### config.mk
export PLATFORM = sky130hd
export DESIGN_NAME = ifm_chunk_packer
export DESIGN_NICKNAME = d
export VERILOG_FILES = /design/src/rtl/ifm_chunk_packer.sv
export SDC_FILE = /design/constraint.sdc
export NUM_CORES = 1
export LEC_CHECK = 0
export ABC_AREA = 0
export BUFFER_PORTS_ARGS = -buffer_cell sky130_fd_sc_hd__buf_2
export CORE_ASPECT_RATIO = 0.5
export CORE_MARGIN = 4
export CORE_UTILIZATION = 25
export DETAILED_ROUTE_END_ITERATION = 12
export HOLD_SLACK_MARGIN = 0.15
export SYNTH_ARGS = -nofsm -noshare
export SYNTH_HDL_FRONTEND = slang
export SYNTH_SLANG_ARGS = --single-unit
export TNS_END_PERCENT = 30
### constraint.sdc
create_clock -name clk_i -period 13 [get_ports clk_i]
set_input_delay 1.95 -clock clk_i [delete_from_list [all_inputs] [get_ports clk_i]]
set_output_delay 1.95 -clock clk_i [all_outputs]
set_load 0.02 [all_outputs]
### src/rtl/ifm_chunk_packer.sv
// Packs dense IFM groups into one compressed chunk: non-zero elements go to consecutive
// data addresses, one sparsemap word per group. Optional IFM_PACKER_PIPE_EN removes the IDLE bubble.
module ifm_chunk_packer #(
    parameter int DATA_W     = 8,
    parameter int GROUP_SIZE = 32,
    parameter int CHUNK_SIZE = 128
) (
    input  logic                                 clk_i,
    input  logic                                 rst_i,
    input  logic                                 in_valid_i,
    output logic                                 in_ready_o,
    input  logic [GROUP_SIZE*DATA_W-1:0]         in_data_i,
    input  logic                                 in_last_i,
    output logic                                 dat_wr_en_o,
    output logic [$clog2(CHUNK_SIZE):0]          dat_wr_addr_o,
    output logic [DATA_W-1:0]                    dat_wr_data_o,
    output logic                                 smap_wr_en_o,
    output logic [((CHUNK_SIZE/GROUP_SIZE) > 1 ? $clog2(CHUNK_SIZE/GROUP_SIZE) : 1)-1:0] smap_wr_addr_o,
    output logic [GROUP_SIZE-1:0]                smap_wr_data_o,
    output logic                                 chunk_done_o,
    output logic [$clog2(CHUNK_SIZE):0]          chunk_nz_cnt_o
);

    localparam int GROUPS_PER_CHUNK = CHUNK_SIZE / GROUP_SIZE;
    localparam int PTR_W  = $clog2(CHUNK_SIZE) + 1;
    localparam int GIDX_W = (GROUPS_PER_CHUNK > 1) ? $clog2(GROUPS_PER_CHUNK) : 1;
    localparam int K_W    = (GROUP_SIZE > 1) ? $clog2(GROUP_SIZE) : 1;
    localparam logic [GIDX_W-1:0] GIDX_LAST = GIDX_W'(GROUPS_PER_CHUNK - 1);
`ifdef IFM_PACKER_PIPE_EN
    localparam logic PIPE_EN = 1'b1;
`else
    localparam logic PIPE_EN = 1'b0;
`endif

    typedef enum logic [0:0] {IDLE = 1'b0, SCAN = 1'b1} state_t;

    function automatic logic [GROUP_SIZE-1:0] sparsemap_f(input logic [GROUP_SIZE*DATA_W-1:0] d);
        logic [GROUP_SIZE-1:0] m;
        for (int i = 0; i < GROUP_SIZE; i++) begin
            m[i] = |d[i*DATA_W +: DATA_W];
        end
        return m;
    endfunction

    function automatic logic [K_W-1:0] lowest_f(input logic [GROUP_SIZE-1:0] m);
        logic [K_W-1:0] k;
        k = '0;
        for (int i = GROUP_SIZE - 1; i >= 0; i--) begin
            k = m[i] ? K_W'(i) : k;
        end
        return k;
    endfunction

    // True when the mask has at most one bit set, i.e. this is the group's last scan cycle
    function automatic logic at_most_one_f(input logic [GROUP_SIZE-1:0] m);
        return (m & (m - GROUP_SIZE'(1))) == '0;
    endfunction

    function automatic logic [DATA_W-1:0] elem_f(input logic [GROUP_SIZE*DATA_W-1:0] d,
                                                 input logic [K_W-1:0] k);
        return d[k*DATA_W +: DATA_W];
    endfunction

    state_t                       state_r, state_s;
    logic [GROUP_SIZE*DATA_W-1:0] data_r, data_s;
    logic [GROUP_SIZE-1:0]        smap_r, smap_s;
    logic [GROUP_SIZE-1:0]        pending_r, pending_s;
    logic                         first_r, first_s;
    logic                         last_r, last_s;
    logic [PTR_W-1:0]             wptr_r, wptr_s;
    logic [GIDX_W-1:0]            gidx_r, gidx_s;

    logic                         accept_s;
    logic                         scan_end_s;
    logic                         wr_s;
    logic                         close_s;

    logic                         in_ready_r, out_ready_s;
    logic                         dat_wr_en_r, out_dat_en_s;
    logic [PTR_W-1:0]             dat_wr_addr_r, out_dat_addr_s;
    logic [DATA_W-1:0]            dat_wr_data_r, out_dat_data_s;
    logic                         smap_wr_en_r, out_smap_en_s;
    logic [GIDX_W-1:0]            smap_wr_addr_r, out_smap_addr_s;
    logic [GROUP_SIZE-1:0]        smap_wr_data_r, out_smap_data_s;
    logic                         chunk_done_r, out_done_s;
    logic [PTR_W-1:0]             chunk_nz_cnt_r, out_nz_s;
    logic                         out_wr_s;
    logic                         out_end_s;

    // Next-state: group acceptance, pending-bit consumption, pointer and group-index update
    always_comb begin
        state_s    = state_r;
        data_s     = data_r;
        smap_s     = smap_r;
        pending_s  = pending_r;
        first_s    = first_r;
        last_s     = last_r;
        wptr_s     = wptr_r;
        gidx_s     = gidx_r;
        accept_s   = in_valid_i & in_ready_r;
        scan_end_s = at_most_one_f(pending_r);
        wr_s       = |pending_r;
        close_s    = (gidx_r == GIDX_LAST) | last_r;
        case (state_r)
            IDLE: begin
                state_s = IDLE;
            end
            SCAN: begin
                pending_s = pending_r & (pending_r - GROUP_SIZE'(1));
                first_s   = 1'b0;
                wptr_s    = wptr_r + PTR_W'(wr_s);
                if (scan_end_s) begin
                    state_s = IDLE;
                    if (close_s) begin
                        wptr_s = '0;
                        gidx_s = '0;
                    end else begin
                        gidx_s = gidx_r + GIDX_W'(1);
                    end
                end else begin
                    state_s = SCAN;
                end
            end
            default: begin
                state_s = IDLE;
            end
        endcase
        // A pipelined accept in the last scan cycle overrides the return to IDLE
        if (accept_s) begin
            state_s   = SCAN;
            data_s    = in_data_i;
            smap_s    = sparsemap_f(in_data_i);
            pending_s = sparsemap_f(in_data_i);
            first_s   = 1'b1;
            last_s    = in_last_i;
        end else begin
            last_s = last_s;
        end
    end

    // Output decode from next-state so every port comes straight from a flop
    always_comb begin
        out_ready_s     = 1'b1;
        out_dat_en_s    = 1'b0;
        out_dat_addr_s  = '0;
        out_dat_data_s  = '0;
        out_smap_en_s   = 1'b0;
        out_smap_addr_s = '0;
        out_smap_data_s = '0;
        out_done_s      = 1'b0;
        out_nz_s        = '0;
        out_wr_s        = |pending_s;
        out_end_s       = at_most_one_f(pending_s);
        if (state_s == SCAN) begin
            out_ready_s  = PIPE_EN & out_end_s;
            out_dat_en_s = out_wr_s;
            if (out_wr_s) begin
                out_dat_addr_s = wptr_s;
                out_dat_data_s = elem_f(data_s, lowest_f(pending_s));
            end else begin
                out_dat_addr_s = '0;
            end
            if (first_s) begin
                out_smap_en_s   = 1'b1;
                out_smap_addr_s = gidx_s;
                out_smap_data_s = smap_s;
            end else begin
                out_smap_en_s = 1'b0;
            end
            if (out_end_s && ((gidx_s == GIDX_LAST) || last_s)) begin
                out_done_s = 1'b1;
                out_nz_s   = wptr_s + PTR_W'(out_wr_s);
            end else begin
                out_done_s = 1'b0;
            end
        end else begin
            out_ready_s = 1'b1;
        end
    end

    // Packer state registers
    always_ff @(posedge clk_i or posedge rst_i) begin
        if (rst_i) begin
            state_r   <= IDLE;
            data_r    <= '0;
            smap_r    <= '0;
            pending_r <= '0;
            first_r   <= 1'b0;
            last_r    <= 1'b0;
            wptr_r    <= '0;
            gidx_r    <= '0;
        end else begin
            state_r   <= state_s;
            data_r    <= data_s;
            smap_r    <= smap_s;
            pending_r <= pending_s;
            first_r   <= first_s;
            last_r    <= last_s;
            wptr_r    <= wptr_s;
            gidx_r    <= gidx_s;
        end
    end

    // Registered output ports
    always_ff @(posedge clk_i or posedge rst_i) begin
        if (rst_i) begin
            in_ready_r     <= 1'b1;
            dat_wr_en_r    <= 1'b0;
            dat_wr_addr_r  <= '0;
            dat_wr_data_r  <= '0;
            smap_wr_en_r   <= 1'b0;
            smap_wr_addr_r <= '0;
            smap_wr_data_r <= '0;
            chunk_done_r   <= 1'b0;
            chunk_nz_cnt_r <= '0;
        end else begin
            in_ready_r     <= out_ready_s;
            dat_wr_en_r    <= out_dat_en_s;
            dat_wr_addr_r  <= out_dat_addr_s;
            dat_wr_data_r  <= out_dat_data_s;
            smap_wr_en_r   <= out_smap_en_s;
            smap_wr_addr_r <= out_smap_addr_s;
            smap_wr_data_r <= out_smap_data_s;
            chunk_done_r   <= out_done_s;
            chunk_nz_cnt_r <= out_nz_s;
        end
    end

    assign in_ready_o     = in_ready_r;
    assign dat_wr_en_o    = dat_wr_en_r;
    assign dat_wr_addr_o  = dat_wr_addr_r;
    assign dat_wr_data_o  = dat_wr_data_r;
    assign smap_wr_en_o   = smap_wr_en_r;
    assign smap_wr_addr_o = smap_wr_addr_r;
    assign smap_wr_data_o = smap_wr_data_r;
    assign chunk_done_o   = chunk_done_r;
    assign chunk_nz_cnt_o = chunk_nz_cnt_r;

endmodule
---- Word level (Yosys, flattened, before mapping) ----
Index checks and enable logic that the tools add are counted.
word-level totals
  bits in registers ....................... 395
  input port bits ......................... 260
  output and inout port bits .............. 62
  logic and storage cells ................. 132
operators by class
  $add $sub $neg .......................... 5
  eq/ne operators ......................... 2
  shift-type cells ........................ 1
  multiplexer cells ....................... 64
  bitwise logic cells ..................... 5
  reduce and logical (&&, ||, !) cells .... 38
operators with widths
  cell                                                count
  2-to-1 mux 256 bit                                  1
  OR reduction 8 bit                                  32
  indexed part select 256 x 9 -> 8 bit                1
  2-to-1 mux 32 bit                                   5
  2-to-1 mux 5 bit                                    32
  2-to-1 mux 8 bit                                    9
  bitwise AND 32 bit                                  2
  zero test 32 bit                                    2
  OR reduction 32 bit                                 2
  subtractor 32 x 1 -> 32 bit, second input constant  2
  adder 8 x 1 -> 8 bit                                2
  2-to-1 mux 1 bit                                    11
  2-to-1 mux 2 bit                                    5
  == test 2 bit, second input constant                2
  adder 2 x 1 -> 2 bit, second input constant         1
  one-hot mux 1 bit (2 select lines)                  1
  bitwise AND 1 bit                                   1
  logical AND 1 bit                                   1
  logical OR 1 bit                                    1
  NOT 1 bit                                           1
  bitwise OR 1 bit                                    1

---- Longest topological paths before layout ----
  depth in word-level cells ............... 39
  depth in mapped cells ................... 18
  mapped depth without buffers ............ 17

---- Worst setup path after synthesis ----
OpenSTA, ideal clock, no wires.
  path type ............................... input -> register
  start ................................... in in_valid_i
  end ..................................... reg chunk_nz_cnt_r[6] (netlist: chunk_nz_cnt_o[6])
  library setup time ...................... 0.120 ns
  data arrival time ....................... 5.090 ns
  data required time ...................... 12.880 ns
  slack ................................... 7.790 ns
  stages .................................. 18
  buffers on the path ..................... 2
  cell sequence ........................... nand2_1 buf_2 buf_1 a21oi_1 nor4_2 nand4_1 nor4_4 inv_2 nor2_1 nand2_1 nor2_1 inv_1 ha_1 ha_1 nand3b_1 nor4_1 xnor2_1 nor2_1
on the way
  longest elaborated chain between the ends .. 8
  elaborated cells between the ends (all ways) .. 13
  classes of those cells .................. 2 x add/sub; 5 x mux; 2 x bitwise; 4 x reduce/logical
RTL lines
  element                      RTL line  source
  start: declaration           10        input logic in_valid_i,
  bitwise AND 1 bit (*)        100       accept_s = in_valid_i & in_ready_r;
  2-to-1 mux 32 bit            129       if (accept_s) begin
  subtractor 32 x 1 -> 32 bit  56        return (m & (m - GROUP_SIZE'(1))) == '0;
  bitwise AND 32 bit           56
  zero test 32 bit             56
  logical AND 1 bit            170       if (out_end_s && ((gidx_s == GIDX_LAST) || last_s)) begin
  2-to-1 mux 8 bit             170
  2-to-1 mux 8 bit (*)         154       if (state_s == SCAN) begin
  net out_nz_s[6]              86        logic [PTR_W-1:0] chunk_nz_cnt_r, out_nz_s;
  end signal: assignment       225       chunk_nz_cnt_r <= out_nz_s;
  end: declaration             86
Mark *: on every way through the listed nets, which the timed path passes. The rest lies on a longest branch.

---- Worst setup path after layout ----
  start ................................... in in_data_i[124]
  end ..................................... reg dat_wr_data_r[2] (netlist: dat_wr_data_o[2])
on the way
  longest elaborated chain between the ends .. 21
  elaborated cells between the ends (all ways) .. 22
  classes of those cells .................. 1 x shift; 19 x mux; 2 x reduce/logical
RTL lines
  element                               RTL line  source
  start: declaration                    12        input logic [GROUP_SIZE*DATA_W-1:0] in_data_i,
  OR reduction 8 bit (*)                40        m[i] = |d[i*DATA_W +: DATA_W];
  2-to-1 mux 32 bit (*)                 129
  2-to-1 mux 5 bit (16 in series)       49        k = m[i] ? K_W'(i) : k;
  indexed part select 256 x 9 -> 8 bit  61        return d[k*DATA_W +: DATA_W];
  2-to-1 mux 8 bit (*)                  157       if (out_wr_s) begin
  2-to-1 mux 8 bit (*)                  154
  net out_dat_data_s[2]                 81        logic [DATA_W-1:0] dat_wr_data_r, out_dat_data_s;
  end signal: assignment                220       dat_wr_data_r <= out_dat_data_s;
  end: declaration                      81
Marked as above.

==> impl_metrics.toml <==
[grt]
grt_pass1_wl_um = 104000
gr-usage-all-layers = 0.176
grt_pass1_vias = 16429
grt_overflow_total = 0
antenna_found_initial = 6
grt_max_degree = 150

[power_and_ir_drop]
max-vdd-ir-drop_uv = 183
p_total_uw = 4880
leakagePower_uw = 0.0110
power.density_nw_per_um2 = 224

[critical_path]
cp-endpoint = "dat_wr_data_o[2]$_DFF_PP0_"
end_kind = "flop"
r2r-end = "dat_wr_data_o[0]$_DFF_PP0_"
ff2ff_path_depth = 11
path_max_fanout = 37
critPathRequiredTime_ps = 13450
crit_path_start = "in_data_i[124]"
crit_arrival_ps = 7240
timing.rr.start = "state_r$_DFF_PP0_"
reg2reg_slack_ps = 6980
critPathLaunchType = "input port"
critical_path_class = "input port to flop"

[synthesis]
ys_seq_area_frac = 0.505
syn_avg_cell_area_um2 = 8.68
ys_types = 89
ys_warn_count = 0
synth.largest_area_cell = "dfrtp_1"
async_flop_share = 1.00
syn_inst = 2067
netlist_area_um2 = 17900
synth_top_area_frac = 0.503
synth_ff_type = "dfrtp_1"
yosys_register_bits = 362
synth_area_leaders = "dfrtp_1, nand2_1, mux2i_1"
synth_nets = 2332
synth-edff-count = 0

[timing]
finalClockSkew_ps = 32.8
finalSetupTns_ps = 0
finalCriticalPeriod_ps = 6790
worst_pin_slew_ps = 1260
finalSetupViolCount = 0
rsz0062_at_grt = "false"
post-route-period-util = 0.522
setup_slack_ps = 6210
drv_slew = 0
fmax_ghz = 0.147
whs_ps = 468
finalHoldViolations = 0
relSlewSlack = 0.151

[layout]
layout-drive-gt1-share = 0.193
syn2layout_area_growth_pct = 21.4
n_fill_cell = 7497
fin_nets = 2606

[place]
gp_congestion = 0.976
hpwl_um = 53700
portBuffers = 321
place_ws_ps = 5700

[clock_network]
cts_setup_buffers = 0
cts.path.max_buffers = 3
cts_root_buffer = "clkbuf_16"
cts_sinks = 362
htreeDepth = 2
clk_pin_slew_ps = 60
cts_hold_buf = 0
cts_resized = 0
clock_latency_ps = 570
cts_made_buffers = 40
cts_tree = "yes"

[hold_path]
hp-class = "flop to flop"

[floorplan]
dieArea_um2 = 76400
coreArea_um2 = 71100
die_w_um = 387
die_height_um = 197
io_pins = 322
start_util = 0.253
row_count = 69

[route]
dr.pass1.iters = 6
drc = 0
wirelength_um = 71000
vias_per_cell = 5.09
drt_iter0_drc = 2024
antenna_left = 0
vias = 16953
wl_per_cell_um = 21.3

[status]
status = "completed"

[flow_run]
drv_cap = 0
## logic make-up after synthesis
family                   Yosys count  share of synthesized area
AND/OR/NAND/NOR                 1168                      0.284
XOR/XNOR                          10                    0.00488
multiplexers                     104                     0.0591
adder cells (fa/ha/maj)           11                    0.00690
buffers and inverters            150                     0.0350
flip-flops                       362                      0.505
AO/OA/AOI/OAI                    262                      0.105
## worst min-delay path by stage
stage | from | to | cells after the start
after floorplan | data_r[10]$_DFF_PP0_ | data_r[10]$_DFF_PP0_ | 2
after global routing | data_r[36]$_DFF_PP0_ | data_r[36]$_DFF_PP0_ | 2
after CTS | data_r[122]$_DFF_PP0_ | data_r[122]$_DFF_PP0_ | 2
after detailed placement | data_r[9]$_DFF_PP0_ | data_r[9]$_DFF_PP0_ | 2
after global placement | data_r[9]$_DFF_PP0_ | data_r[9]$_DFF_PP0_ | 2
final | data_r[122]$_DFF_PP0_ | data_r[122]$_DFF_PP0_ | 2
## layout make-up
cell class | instances | area, um2 | area share
antenna | 3 | 7.51 | 0.000344
clock buffer | 58 | 1170 | 0.0537
clock inverter | 12 | 155 | 0.00712
inverter | 43 | 176 | 0.00809
multi-input combinational | 1555 | 8270 | 0.380
sequential | 362 | 9060 | 0.416
tap | 958 | 1200 | 0.0550
timing repair buffer | 339 | 1750 | 0.0805
## power by group
part / switching, uW / internal [uW]
Combinational: 1400 / 715
Clock: 485 / 669
Sequential: 150 / 1460
Total: 2040 / 2840
## registers in the layout, summed over array words and instances, names as in the netlist
register        cells
dat_wr_en_o         1
gidx_r              2
smap_wr_data_o     32
dat_wr_data_o       8
pending_r          32
last_r              1
data_r            256
dat_wr_addr_o       8
smap_wr_addr_o      2
smap_wr_en_o        1
wptr_r              8
chunk_nz_cnt_o      8
state_r             1
in_ready_o          1
chunk_done_o        1
## cells in the mapped netlist, types with 13 or more instances
| master | n |
|---|---|
| a21oi_1 | 66 |
| buf_1 | 31 |
| buf_2 | 22 |
| clkbuf_1 | 47 |
| dfrtp_1 | 361 |
| inv_1 | 39 |
| mux2i_1 | 91 |
| nand2_1 | 801 |
| nand3_1 | 55 |
| nand4_1 | 19 |
| nor2_1 | 86 |
| nor3_1 | 28 |
| nor4_1 | 84 |
| o211ai_1 | 14 |
| o21ai_0 | 37 |
| o31ai_1 | 13 |
| or3_1 | 15 |
| or4_1 | 18 |
## cells in the final DEF (no fill, tap or decap), types with 9 or more instances in the layout
cell type | synthesis | routed
a21oi_1 | 66 | 66
buf_4 | 4 | 17
o31ai_1 | 13 | 13
nor4_1 | 84 | 84
o211ai_1 | 14 | 14
a221oi_1 | 10 | 10
a31oi_1 | 10 | 10
or3_1 | 15 | 14
mux2_2 | 11 | 11
a21o_1 | 10 | 10
nor3_1 | 28 | 27
nand4_1 | 19 | 19
nand2_1 | 801 | 800
nand3_1 | 55 | 55
o21ai_0 | 37 | 37
clkbuf_16 | 0 | 41
and3_1 | 10 | 10
and2_1 | 11 | 10
clkbuf_1 | 47 | 9
buf_2 | 22 | 321
inv_1 | 39 | 37
or4_1 | 18 | 18
a211oi_1 | 10 | 10
dfrtp_1 | 361 | 361
nor2_1 | 86 | 86
mux2i_1 | 91 | 91
## through the flow
stage | util | cells | area (um2)
2_1_floorplan | - | 2067 | 17900
3_3_place_gp | 0.288 | 3257 | 20500
3_5_place_dp | 0.288 | 3257 | 20500
4_1_cts | 0.307 | 3327 | 21800
5_1_grt | 0.307 | 3330 | 21800
6_report | 0.307 | 3330 | 21800
## worst max-delay path: stages
cell       delay, ps
buf_2            110
nor4_1           870
a21oi_1          340
o31ai_2          470
nand3b_1         320
a2111oi_0        580
o31ai_1          220
and2_2           520
buf_4            430
nor3_1           710
buf_4            280
and2_1           130
nor4_1            60
a31o_1           210
## per-layer routing
layer	up-vias	GRT usage	part of all wire
met5	-	0	0.00048
met4	6	0.0576	0.036
met3	171	0.0270	0.065
met2	717	0.306	0.49
met1	8389	0.226	0.41
li1	7670	-	-
(Power assumes the default switching activity.)
